===== src/rtl/nco_seq_pkg.sv =====
// Shared types and defaults for the NCO tone sequencer.
package nco_seq_pkg;

    localparam int DEPTH_DEF  = 8;
    localparam int TICK_W_DEF = 12;

    typedef enum logic {
        ST_IDLE = 1'b0,
        ST_PLAY = 1'b1
    } state_t;

    // A stored duration of 0 stands for the longest tone, 256 ticks.
    function automatic logic [8:0] dur_load(input logic [7:0] d);
        return (d == 8'd0) ? 9'd256 : {1'b0, d};
    endfunction

endpackage


===== src/rtl/nco_seq_ticker.sv =====
// Free-running duration prescaler: one tick every 2^TICK_W enabled cycles.
module nco_seq_ticker #(
    parameter int TICK_W = 12
) (
    input  logic clk,
    input  logic rst,
    input  logic clr,
    input  logic en,
    output logic tick
);

    logic [TICK_W-1:0] cnt;

    always_ff @(posedge clk or posedge rst) begin
        if (rst)
            cnt <= '0;
        else if (clr)
            cnt <= '0;
        else if (en)
            cnt <= cnt + TICK_W'(1);
    end

    assign tick = en && (&cnt);

endmodule


===== src/rtl/nco_tone_sequencer.sv =====
// Plays a byte-programmed table of (freq, dur) entries as NCO phase increments.
// state   | meaning
// IDLE    | table writable, freq_word = 0, waiting for start
// PLAY    | stepping through entries, one dur tick per prescaler wrap
module nco_tone_sequencer
    import nco_seq_pkg::*;
#(
    parameter int DEPTH  = DEPTH_DEF,
    parameter int TICK_W = TICK_W_DEF
) (
    input  logic                     clk,
    input  logic                     rst,
    input  logic                     wr_valid,
    input  logic [7:0]               wr_data,
    output logic                     wr_ready,
    input  logic                     clr,
    input  logic                     start,
    input  logic                     stop,
    input  logic                     loop,
    output logic [7:0]               freq_word,
    output logic [$clog2(DEPTH)-1:0] tone_idx,
    output logic                     busy,
    output logic                     done
);

    localparam int IW = $clog2(DEPTH);
    localparam int LW = IW + 1;

    state_t          state, state_nxt;
    logic [LW-1:0]   wr_ptr;
    logic [LW-1:0]   length;
    logic [8:0]      dur_cnt;
    logic [7:0]      freq_tab [DEPTH];
    logic [7:0]      dur_tab  [DEPTH];
    logic            play, tick, done_nxt;
    logic            accept_wr, start_ok, expire, last;
    logic [IW-1:0]   wr_ent, nxt_idx;
    logic [LW-1:0]   wr_ent_p1, idx_p1;

    assign play      = (state == ST_PLAY);
    assign accept_wr = !play && wr_valid && !clr;
    assign start_ok  = !play && start && !stop && (length != '0);
    assign expire    = play && tick && (dur_cnt == 9'd1);
    assign wr_ent    = wr_ptr[LW-1:1];
    assign wr_ent_p1 = {1'b0, wr_ent} + LW'(1);
    assign nxt_idx   = tone_idx + IW'(1);
    assign idx_p1    = {1'b0, tone_idx} + LW'(1);
    assign last      = (idx_p1 >= length);

    assign wr_ready  = !play;
    assign busy      = play;
    assign freq_word = play ? freq_tab[tone_idx] : 8'd0;

    nco_seq_ticker #(.TICK_W(TICK_W)) u_ticker (
        .clk  (clk),
        .rst  (rst),
        .clr  (start_ok),
        .en   (play),
        .tick (tick)
    );

    always_ff @(posedge clk or posedge rst) begin
        if (rst)
            state <= ST_IDLE;
        else
            state <= state_nxt;
    end

    always_comb begin
        state_nxt = state;
        done_nxt  = 1'b0;
        case (state)
            ST_IDLE: if (start_ok) state_nxt = ST_PLAY;
            ST_PLAY: begin
                if (stop) begin
                    state_nxt = ST_IDLE;
                end else if (expire && last && !loop) begin
                    state_nxt = ST_IDLE;
                    done_nxt  = 1'b1;
                end
            end
            default: state_nxt = ST_IDLE;
        endcase
    end

    // Table has no reset; length=0 keeps stale entries unreachable.
    always_ff @(posedge clk) begin
        if (accept_wr) begin
            if (wr_ptr[0])
                dur_tab[wr_ent] <= wr_data;
            else
                freq_tab[wr_ent] <= wr_data;
        end
    end

    always_ff @(posedge clk or posedge rst) begin
        if (rst) begin
            wr_ptr   <= '0;
            length   <= '0;
            dur_cnt  <= '0;
            tone_idx <= '0;
            done     <= 1'b0;
        end else begin
            done <= done_nxt;
            if (!play && clr) begin
                wr_ptr <= '0;
                length <= '0;
            end else if (accept_wr) begin
                wr_ptr <= wr_ptr + LW'(1);
                if (wr_ptr[0] && (length < wr_ent_p1))
                    length <= wr_ent_p1;
            end

            if (start_ok) begin
                tone_idx <= '0;
                dur_cnt  <= dur_load(dur_tab[0]);
            end else if (play && stop) begin
                tone_idx <= '0;
                dur_cnt  <= '0;
            end else if (play && tick) begin
                if (dur_cnt == 9'd1) begin
                    if (!last) begin
                        tone_idx <= nxt_idx;
                        dur_cnt  <= dur_load(dur_tab[nxt_idx]);
                    end else if (loop) begin
                        tone_idx <= '0;
                        dur_cnt  <= dur_load(dur_tab[0]);
                    end else begin
                        tone_idx <= '0;
                        dur_cnt  <= '0;
                    end
                end else begin
                    dur_cnt <= dur_cnt - 9'd1;
                end
            end
        end
    end

endmodule

===== config.mk =====
export PLATFORM = sky130hd
export DESIGN_NAME = nco_tone_sequencer
export DESIGN_NICKNAME = d
export VERILOG_FILES = /design/src/rtl/nco_seq_pkg.sv /design/src/rtl/nco_seq_ticker.sv /design/src/rtl/nco_tone_sequencer.sv
export SDC_FILE = /design/constraint.sdc
export NUM_CORES = 1
export LEC_CHECK = 0
export CAP_MARGIN = 25
export CORE_ASPECT_RATIO = 0.7
export CORE_UTILIZATION = 35
export DETAILED_ROUTE_END_ITERATION = 7
export DONT_BUFFER_PORTS = 1
export PLACE_DENSITY = 0.55
export SYNTH_ARGS = -nofsm -noshare
export SYNTH_HDL_FRONTEND = slang
export SYNTH_HIERARCHICAL = 1
export SYNTH_SLANG_ARGS = --single-unit

===== constraint.sdc =====
create_clock -name clk -period 7.6 [get_ports clk]
set_input_delay 1.52 -clock clk [delete_from_list [all_inputs] [get_ports clk]]
set_output_delay 1.52 -clock clk [all_outputs]
set_load 0.02 [all_outputs]

==> results of run 1 <==
-- power breakdown --
group | switching, mW | total, mW | internal (mW)
Clock | 0.393 | 0.868 | 0.474
Sequential | 0.0899 | 1.10 | 1.01
Combinational | 0.411 | 0.760 | 0.349
Total | 0.894 | 2.73 | 1.83
-- worst min-delay path: cells and delay by family, from the launching register on --
kind	cells	cell delay [ns]
AO/OA/AOI/OAI	2	0.13
flip-flops	1	0.40
-- cell families after synthesis --
| group | Yosys count | synth area share, % |
|---|---|---|
| mux | 55 | 13.0 |
| xor+xnor | 11 | 1.29 |
| flops | 162 | 62.8 |
| compound gates | 74 | 7.08 |
| fa+ha+maj | 13 | 2.17 |
| buf+inv | 41 | 2.36 |
| simple gates | 166 | 11.4 |
-- synthesized netlist by cell type (3+ instances only) --
library cell	instances	area share [%]
o21ai_0	10	0.67
nor4_1	9	0.75
nor2_1	46	2.3
nand3b_1	3	0.30
nand2b_1	10	0.84
buf_1	5	0.25
o21ai_1	6	0.40
mux2_2	5	0.75
mux4_2	33	9.9
a311oi_2	6	1.2
and3_1	3	0.25
nand2_1	39	2.0
dfrtp_1	34	11
xor2_1	7	0.82
nand4_1	3	0.25
nand3_1	9	0.60
nor2b_1	6	0.50
buf_2	9	0.60
nor3_1	15	1.0
o221ai_1	7	0.82
o21a_1	3	0.30
ha_1	13	2.2
or4_1	9	0.90
mux2i_1	17	2.3
clkbuf_1	10	0.50
xnor2_1	4	0.47
a21oi_1	23	1.5
inv_1	14	0.70
or3_1	3	0.25
edfxtp_1	128	51
-- area by class of cell --
type	instances	area share, %
clock buffers	17	5.01
clock inverters	15	2.23
inverters	15	0.663
multi-input cells	319	30.8
flip-flops and latches	162	55.3
well taps	276	4.07
repair buffers	11	1.86
-- sequential cells by signal, summed over array words and instances (netlist names) --
signal / count
freq_tab: 64
length: 4
tone_idx: 3
dur_cnt: 9
u_ticker/cnt: 12
wr_ptr: 4
dur_tab: 64
busy: 1
done: 1
-- how the worst min path moves through the flow --
| stage | start | end | slack, ns | depth (start not counted) |
|---|---|---|---|---|
| after detailed placement | u_ticker/cnt[6] | u_ticker/cnt[6] | 0.56 | 2 |
| after CTS | u_ticker/cnt[6] | u_ticker/cnt[6] | 0.58 | 2 |
| after floorplan | dur_tab[0][1] | dur_cnt[1] | 0.52 | 2 |
| after global placement | u_ticker/cnt[6] | u_ticker/cnt[6] | 0.54 | 2 |
| after global routing | u_ticker/cnt[5] | u_ticker/cnt[5] | 0.61 | 2 |
| final | u_ticker/cnt[5] | u_ticker/cnt[5] | 0.58 | 2 |
-- per-layer routing --
layer | track usage [%] | vias to the layer above | share of wire, % | wire length (um)
met4 | 4.06 | 0 | 0.74 | 122
met5 | 0 | - | 0 | 0
met3 | 3.91 | 8 | 4.7 | 774
met2 | 22.9 | 105 | 44 | 7310
li1 | - | 2039 | - | -
met1 | 23.8 | 2284 | 50 | 8280
-- metrics by stage --
stage / utilization, % / power, mW / std cells / hold WS [ns]
after floorplan: - / 1.69 / 522 / 0.520
after global placement: 37.2 / 1.82 / 777 / 0.539
after detailed placement: 37.2 / 1.84 / 779 / 0.563
after CTS: 40.1 / 2.71 / 811 / 0.579
after global routing: 40.7 / 2.87 / 815 / 0.612
final: 40.7 / 2.73 / 815 / 0.578
==> impl_metrics.env, run 1 <==
export IMPL_coreArea_um2=20900
export IMPL_setup_worst_path_end="freq_word[3]"
export IMPL_syn_nets=550
export IMPL_fmax_mhz=250
export IMPL_cp_num_cells=4
export IMPL_synthArstFlopShare_pct=21.0
export IMPL_crit_type="register to output pin"
export IMPL_regArea_um2=4700
export IMPL_timing_setup_tns_ns=0
export IMPL_r2r_cells=10
export IMPL_r2r_start="tone_idx[1]"
export IMPL_startpoint="tone_idx[0]"
export IMPL_drive_above_1_share_pct=17.1
export IMPL_fp_dieH_um=124
export IMPL_maxCapViolations=0
export IMPL_clk_latency_ns=0.42
export IMPL_grt_first_pass_wirelength_um=26300
export IMPL_worst_path_buf_inv=1
export IMPL_drt_vias_per_instance=5.44
export IMPL_start_util_pct=35.8
export IMPL_clockRootBuffer="clkbuf_16"
export IMPL_cts_max_level=4
export IMPL_synth_warnings=6
export IMPL_num_vias=4436
export IMPL_fin_ws_ns=3.60
export IMPL_cts_sinks=162
export IMPL_fillers=1906
export IMPL_post_cts_buffers=0
export IMPL_routedWlPerCell_um=20.2
export IMPL_antenna_found_initial=0
export IMPL_min_path_type="register to register"
export IMPL_ys_seq_elements=162
export IMPL_rsz0062_at_grt="no"
export IMPL_syn_inst=522
export IMPL_finClkSkew_ns=0.0148
export IMPL_r2r_end="dur_cnt[5]"
export IMPL_syn2layout_area_growth_pct=13.5
export IMPL_timing_slew_headroom_pct=35.5
export IMPL_place_ws_ns=3.62
export IMPL_ir_worst_vdd_uv=145
export IMPL_port_buffers=0
export IMPL_grt_pass1_vias=4550
export IMPL_cts_resized=0
export IMPL_hold_viol=0
export IMPL_mostFrequentLayoutCell="edfxtp_1"
export IMPL_fin_crit_sh_pct=52.7
export IMPL_critPathArrivalTime_ns=2.48
export IMPL_power_per_cell_area_nw_per_um2=321
export IMPL_hpwl_um=11400
export IMPL_grt_max_degree=42
export IMPL_cts_inserted_buffers=17
export IMPL_outcome="completed"
export IMPL_io_pins=29
export IMPL_r2r_setup_slack_ns=4.27
export IMPL_final_cell_mix="edfxtp_1, nor2_1, nand2_1, mux4_2, dfrtp_1"
export IMPL_end_kind="output pin"
export IMPL_maxSlewViolCount=0
export IMPL_clk_pin_slew_ns=0.07
export IMPL_ant_nets=0
export IMPL_nets=554
export IMPL_initialDrtViolationCount=398
export IMPL_finalSetupViolCount=0
export IMPL_track_usage_pct=15.9
export IMPL_die_w_um=177
export IMPL_p_leak_nw=2.81
export IMPL_synth_area_um2=7480
export IMPL_critPathLaunchType="register"
export IMPL_yosys_most_used_dff="edfxtp_1"
export IMPL_drt_pass1_iter_count=5
export IMPL_postPlaceCellArea_um2=7760
export IMPL_cp_max_fo=41
export IMPL_required_ns=6.08
export IMPL_grt_overflow_total=0
export IMPL_drc=0
export IMPL_critPathSlowestCell="mux4_2"
export IMPL_die_area_um2=22000
export IMPL_synth_cell_types=55
export IMPL_worst_pin_slew_ns=0.968
export IMPL_cts_buffer_depth=2
export IMPL_synth_area_per_cell_um2=14.3
export IMPL_fin_area_um2=8490
export IMPL_synth_edf_count=128
export IMPL_ctsHoldBuffers=0
export IMPL_cts_tree="done"
export IMPL_multi_input_area_um2=2620
export IMPL_seq_area_frac_synth_pct=62.8
export IMPL_cpPeakStageDelay_ns=0.61
export IMPL_finalCriticalPeriod_ns=4.00
export IMPL_num_rows=44
export IMPL_critPathTopFamily="multiplexers"
export IMPL_crit_path_cell_trace="buf_4, mux4_2, mux2i_1, nor2_1"
export IMPL_diodes=0
export IMPL_wirelength_um=16500
export IMPL_place_gp_congestion=0.837
Power figures use the tool's default switching activity.
==> run 2, diff against run 1 <==
- clock period: 7.6 -> 3.8 ns (I/O delays scaled with it)
==> run 2 against run 1 <==
Non-clock buffer count increased by 2. Sequential power increased by 98%. Sequential share of layout area is 0.20 points higher. Via count grew 0.81%. Clock skew is 0.0040 ns lower. Combinational power is 97% higher. Critical path type unchanged. Largest cell class unchanged.
==> impl_metrics.env, run 2 (synthesis results as in run 1) <==
export IMPL_grtUsageMet1_pct=23.8
export IMPL_total_power_mw=5.44
export IMPL_cp_max_fo=36
export IMPL_grt_max_degree=37
export IMPL_io_pins=29
export IMPL_clk_pin_slew_ns=0.07
export IMPL_place_ws_ns=0.964
export IMPL_syn2layout_area_growth_pct=13.1
export IMPL_fin_ws_ns=0.775
export IMPL_antenna_found_initial=0
export IMPL_cts_inserted_buffers=17
export IMPL_cts_buffer_depth=2
export IMPL_maxCapViolations=0
export IMPL_coreArea_um2=20900
export IMPL_port_buffers=0
export IMPL_grt_overflow_total=0
export IMPL_fillers=1900
export IMPL_critPathLaunchType="register"
export IMPL_grt_first_pass_wirelength_um=26100
export IMPL_min_path_type="input port to asynchronous set/reset pin"
export IMPL_finalSetupViolCount=0
export IMPL_end_kind="output pin"
export IMPL_p_leak_nw=2.80
export IMPL_fmax_mhz=331
export IMPL_hold_viol=0
export IMPL_routedWlPerCell_um=20.4
export IMPL_drive_above_1_share_pct=17.2
export IMPL_crit_type="register to output pin"
export IMPL_cts_resized=0
export IMPL_clk_latency_ns=0.43
export IMPL_busiest_layer="met1"
export IMPL_timing_setup_tns_ns=0
export IMPL_ctsHoldBuffers=0
export IMPL_track_usage_pct=16.1
export IMPL_place_gp_congestion=0.813
export IMPL_top_regs="dur_tab: 64 flops, freq_tab: 64 flops, u_ticker/cnt: 12 flops"
export IMPL_num_rows=44
export IMPL_worst_path_buf_inv=1
export IMPL_grtUsageMet3_pct=3.91
export IMPL_rsz0062_at_grt="no"
export IMPL_maxSlewViolCount=0
export IMPL_cts_max_level=4
export IMPL_initialDrtViolationCount=431
export IMPL_hpwl_um=11500
export IMPL_nets=556
export IMPL_grt_use_met2_pct=23.4
export IMPL_critPathTopFamily="multiplexers"
export IMPL_required_ns=3.04
export IMPL_cpPeakStageDelay_ns=0.62
export IMPL_worst_pin_slew_ns=0.918
export IMPL_hold_ws_ns=0.154
export IMPL_outcome="completed"
export IMPL_ant_nets=0
export IMPL_fin_crit_sh_pct=79.6
export IMPL_num_vias=4472
export IMPL_drt_pass1_iter_count=4
export IMPL_fp_dieH_um=124
export IMPL_post_cts_buffers=0
export IMPL_die_area_um2=22000
export IMPL_crit_path_cell_trace="buf_12, mux4_2, mux2i_1, nor2_1"
export IMPL_wirelength_um=16600
export IMPL_cts_sinks=162
export IMPL_start_util_pct=35.8
export IMPL_mostFrequentLayoutCell="edfxtp_1"
export IMPL_critPathSlowestCell="dfrtp_2"
export IMPL_cts_tree="done"
export IMPL_finalCriticalPeriod_ns=3.02
export IMPL_drt_vias_per_instance=5.47
export IMPL_finClkSkew_ns=0.0108
export IMPL_diodes=0
export IMPL_drc=0
export IMPL_final_util_pct=40.5
export IMPL_clockRootBuffer="clkbuf_16"
export IMPL_critPathArrivalTime_ns=2.26
export IMPL_ir_worst_vdd_uv=335
export IMPL_power_per_cell_area_nw_per_um2=643
export IMPL_die_w_um=177
export IMPL_timing_slew_headroom_pct=38.6
export IMPL_grt_pass1_vias=4477
export IMPL_final_cell_mix="edfxtp_1, nor2_1, nand2_1, mux4_2, dfrtp_1"
-- run 2: through the flow --
stage,cells,cell area [um^2]
finish,817,8460
CTS,816,8430
detailed placement,784,7820
floorplan,522,7480
global placement,784,7820
global route,817,8460
-- run 2: worst paths after layout --
| check | from | to | slack (ns) | cells after the start |
|---|---|---|---|---|
| min reg2reg | u_ticker/cnt[6] | u_ticker/cnt[6] | 0.57 | 2 |
| max reg2reg | busy | dur_cnt[8] | 0.99 | 8 |
| max | tone_idx[0] | freq_word[4] | 0.78 | 4 |
| min | rst | busy | 0.15 | 1 |
| max in group asynchronous | rst | tone_idx[0] | 3.23 | 2 |
| min in group clk | loop | done | 0.40 | 1 |
-- run 2: worst register-to-register path: stages (launching register included) --
cell and delay (ns):
dfrtp_1 0.70, nand2_1 0.19, or3_1 0.33, nor3_1 0.49, o21ai_1 0.36, nand2_1 0.16
mux2i_1 0.08, a211oi_1 0.25, a31oi_1 0.09
-- run 2: layout make-up --
cell class | instances | area, um^2 | share of cell area, %
Clock inverter | 15 | 186 | 2.20
Inverter | 15 | 56.3 | 0.666
Sequential cell | 162 | 4700 | 55.5
Clock buffer | 17 | 425 | 5.03
Multi-Input combinational cell | 319 | 2620 | 31.0
Tap cell | 276 | 345 | 4.08
Timing Repair Buffer | 13 | 130 | 1.54
-- run 2: power by group --
group / switching, mW / leakage, nW / internal (mW) / total (mW)
clock: 0.808 / 0.297 / 0.951 / 1.76
combinational: 0.829 / 0.898 / 0.666 / 1.50
sequential: 0.164 / 1.61 / 2.02 / 2.18
-- run 2: layer usage --
metal | vias up | share of wire, %
met5 | - | 0
met1 | 2303 | 49
met3 | 19 | 4.4
li1 | 2055 | -
met4 | 0 | 1.2
met2 | 95 | 45
==> run 3, diff against run 2 <==
- PLACE_DENSITY: 0.55 -> 0.57
- clock period: 3.8 -> 2.5 ns (I/O delays scaled with it)
==> run 3 against run 2 <==
Sequential power is 50% higher. Sequential share of layout area is 2.0 points lower. Clock skew is 0.0036 ns lower. Combinational power is 73% higher. Register-to-register slack worse by 0.86 ns. Cell count is 4.3% higher. Die area stayed put. First-iteration DRC count is 23% higher. Utilization is 1.5 points higher.
==> impl_metrics.env, run 3 (synthesis results as in run 1) <==
export IMPL_critPathArrivalTime_ns=1.93
export IMPL_syn2layout_area_growth_pct=17.3
export IMPL_rsz0062_at_grt="yes"
export IMPL_timing_slew_headroom_pct=65.0
export IMPL_power_per_cell_area_nw_per_um2=966
export IMPL_fp_dieH_um=124
export IMPL_cts_buffer_depth=2
export IMPL_cts_inserted_buffers=17
export IMPL_cts_max_level=4
export IMPL_fin_crit_sh_pct=97.0
export IMPL_mostFrequentLayoutCell="edfxtp_1"
export IMPL_die_area_um2=22000
export IMPL_cts_sinks=162
export IMPL_critPathLaunchType="register"
export IMPL_port_buffers=0
export IMPL_coreArea_um2=20900
export IMPL_hold_viol=0
export IMPL_drt_pass1_iter_count=5
export IMPL_ant_nets=0
export IMPL_track_usage_pct=16.5
export IMPL_routedWlPerCell_um=20.1
export IMPL_min_path_type="input port to register"
export IMPL_drt_vias_per_instance=5.43
export IMPL_fillers=1867
export IMPL_grt_first_pass_wirelength_um=26800
export IMPL_grt_overflow_total=0
export IMPL_die_w_um=177
export IMPL_crit_path_cell_trace="buf_12, mux4_2, mux2i_1, nor2_1"
export IMPL_regArea_um2=4700
export IMPL_num_vias=4628
export IMPL_fmax_mhz=412
export IMPL_cts_tree="done"
export IMPL_clk_pin_slew_ns=0.06
export IMPL_initialDrtViolationCount=528
export IMPL_antenna_found_initial=0
export IMPL_cp_max_fo=14
export IMPL_hold_ws_ns=0.175
export IMPL_start_util_pct=35.8
export IMPL_maxSlewViolCount=0
export IMPL_finalCriticalPeriod_ns=2.43
export IMPL_drc=0
export IMPL_diodes=0
export IMPL_num_rows=44
export IMPL_finalSetupViolCount=0
export IMPL_required_ns=2.00
export IMPL_grt_pass1_vias=4605
export IMPL_critPathSlowestCell="mux4_2"
export IMPL_drive_above_1_share_pct=23.1
export IMPL_maxCapViolations=0
export IMPL_worst_pin_slew_ns=0.519
export IMPL_final_cell_mix="edfxtp_1, nor2_1, buf_4, nand2_1, mux4_2"
export IMPL_end_kind="output pin"
export IMPL_clockRootBuffer="clkbuf_16"
export IMPL_cpPeakStageDelay_ns=0.55
export IMPL_total_power_mw=8.47
export IMPL_top_regs="dur_tab: 64 flops, freq_tab: 64 flops, u_ticker/cnt: 12 flops"
export IMPL_ir_worst_vdd_uv=453
export IMPL_grt_max_degree=34
export IMPL_finClkSkew_ns=0.00714
export IMPL_place_gp_congestion=0.843
export IMPL_multi_input_area_um2=2640
export IMPL_io_pins=29
export IMPL_clk_latency_ns=0.42
export IMPL_p_leak_nw=2.98
export IMPL_hpwl_um=11900
export IMPL_wirelength_um=17100
export IMPL_crit_type="register to output pin"
export IMPL_nets=591
export IMPL_outcome="completed"
[run 3: cell count changes in the layout (fill, tap and decap cells not counted), sizes merged]
cell,before,now
inv,24,16
dlygate4sd3,0,2
clkinv,4,8
bufbuf,0,1
clkinvlp,1,3
buf,13,45
bufinv,1,3
[run 3: path summary, 6_finish.rpt]
| path | start | endpoint | slack, ns | cells after the start |
|---|---|---|---|---|
| setup / recovery | tone_idx[0] | freq_word[0] | 0.07 | 4 |
| max in group asynchronous | rst | u_ticker/cnt[2] | 1.63 | 2 |
| min in group asynchronous | rst | done | 0.41 | 2 |
| setup reg to reg | tone_idx[0] | dur_cnt[1] | 0.13 | 7 |
| hold reg to reg | u_ticker/cnt[6] | u_ticker/cnt[6] | 0.57 | 2 |
| hold / removal | wr_data[5] | dur_tab[3][5] | 0.18 | 0 |
[run 3: per-stage QoR]
step | util [%] | std cells | worst slack, ns | setup TNS [ns] | instance area, um^2
final | 42.0 | 852 | 0.0742 | 0 | 8770
after global routing | 42.0 | 852 | -0.0117 | -0.0117 | 8770
after CTS | 41.7 | 846 | -0.0109 | -0.0109 | 8690
after detailed placement | 38.6 | 811 | 0.152 | 0 | 8050
after global placement | 38.6 | 811 | 0.175 | 0 | 8050
after floorplan | - | 522 | -0.00453 | -0.00453 | 7560
[run 3: layout make-up]
type	instances	share of cell area [%]
Sequential cell	162	53.5
Multi-Input combinational cell	319	30.1
Timing Repair Buffer	48	5.01
Clock buffer	17	4.85
Tap cell	276	3.94
Clock inverter	15	1.90
Inverter	15	0.642
[run 3: repair_timing]
item | CTS | global route
buffers inserted | 1 | 4
endpoints found under the hold margin | 12 | 1
endpoints found under the setup margin | 3 | 8
gates cloned | 1 | 0
resized for setup | 1 | 3
hold buffers | 1 | 1
[run 3: worst max-delay path: cells and delay by family, from the launching register on]
family / cells / cell delay (ns)
muxes: 2 / 0.73
DFF: 1 / 0.44
buffers and inverters: 1 / 0.18
and+or+nand+nor: 1 / 0.14
[run 3: where the power goes]
| part | total (mW) | switching, mW | internal (mW) | leakage, nW |
|---|---|---|---|---|
| logic | 2.59 | 1.36 | 1.23 | 1.09 |
| clock network | 2.61 | 1.05 | 1.56 | 0.284 |
| registers | 3.28 | 0.206 | 3.07 | 1.61 |
[run 3: metal layers]
metal	part of all wire (%)	vias to the layer above	track usage, %
met5	0	-	0
met4	1.4	0	5.27
met3	6.8	14	4.91
met2	43	137	22.4
met1	49	2367	25.1
li1	-	2110	-
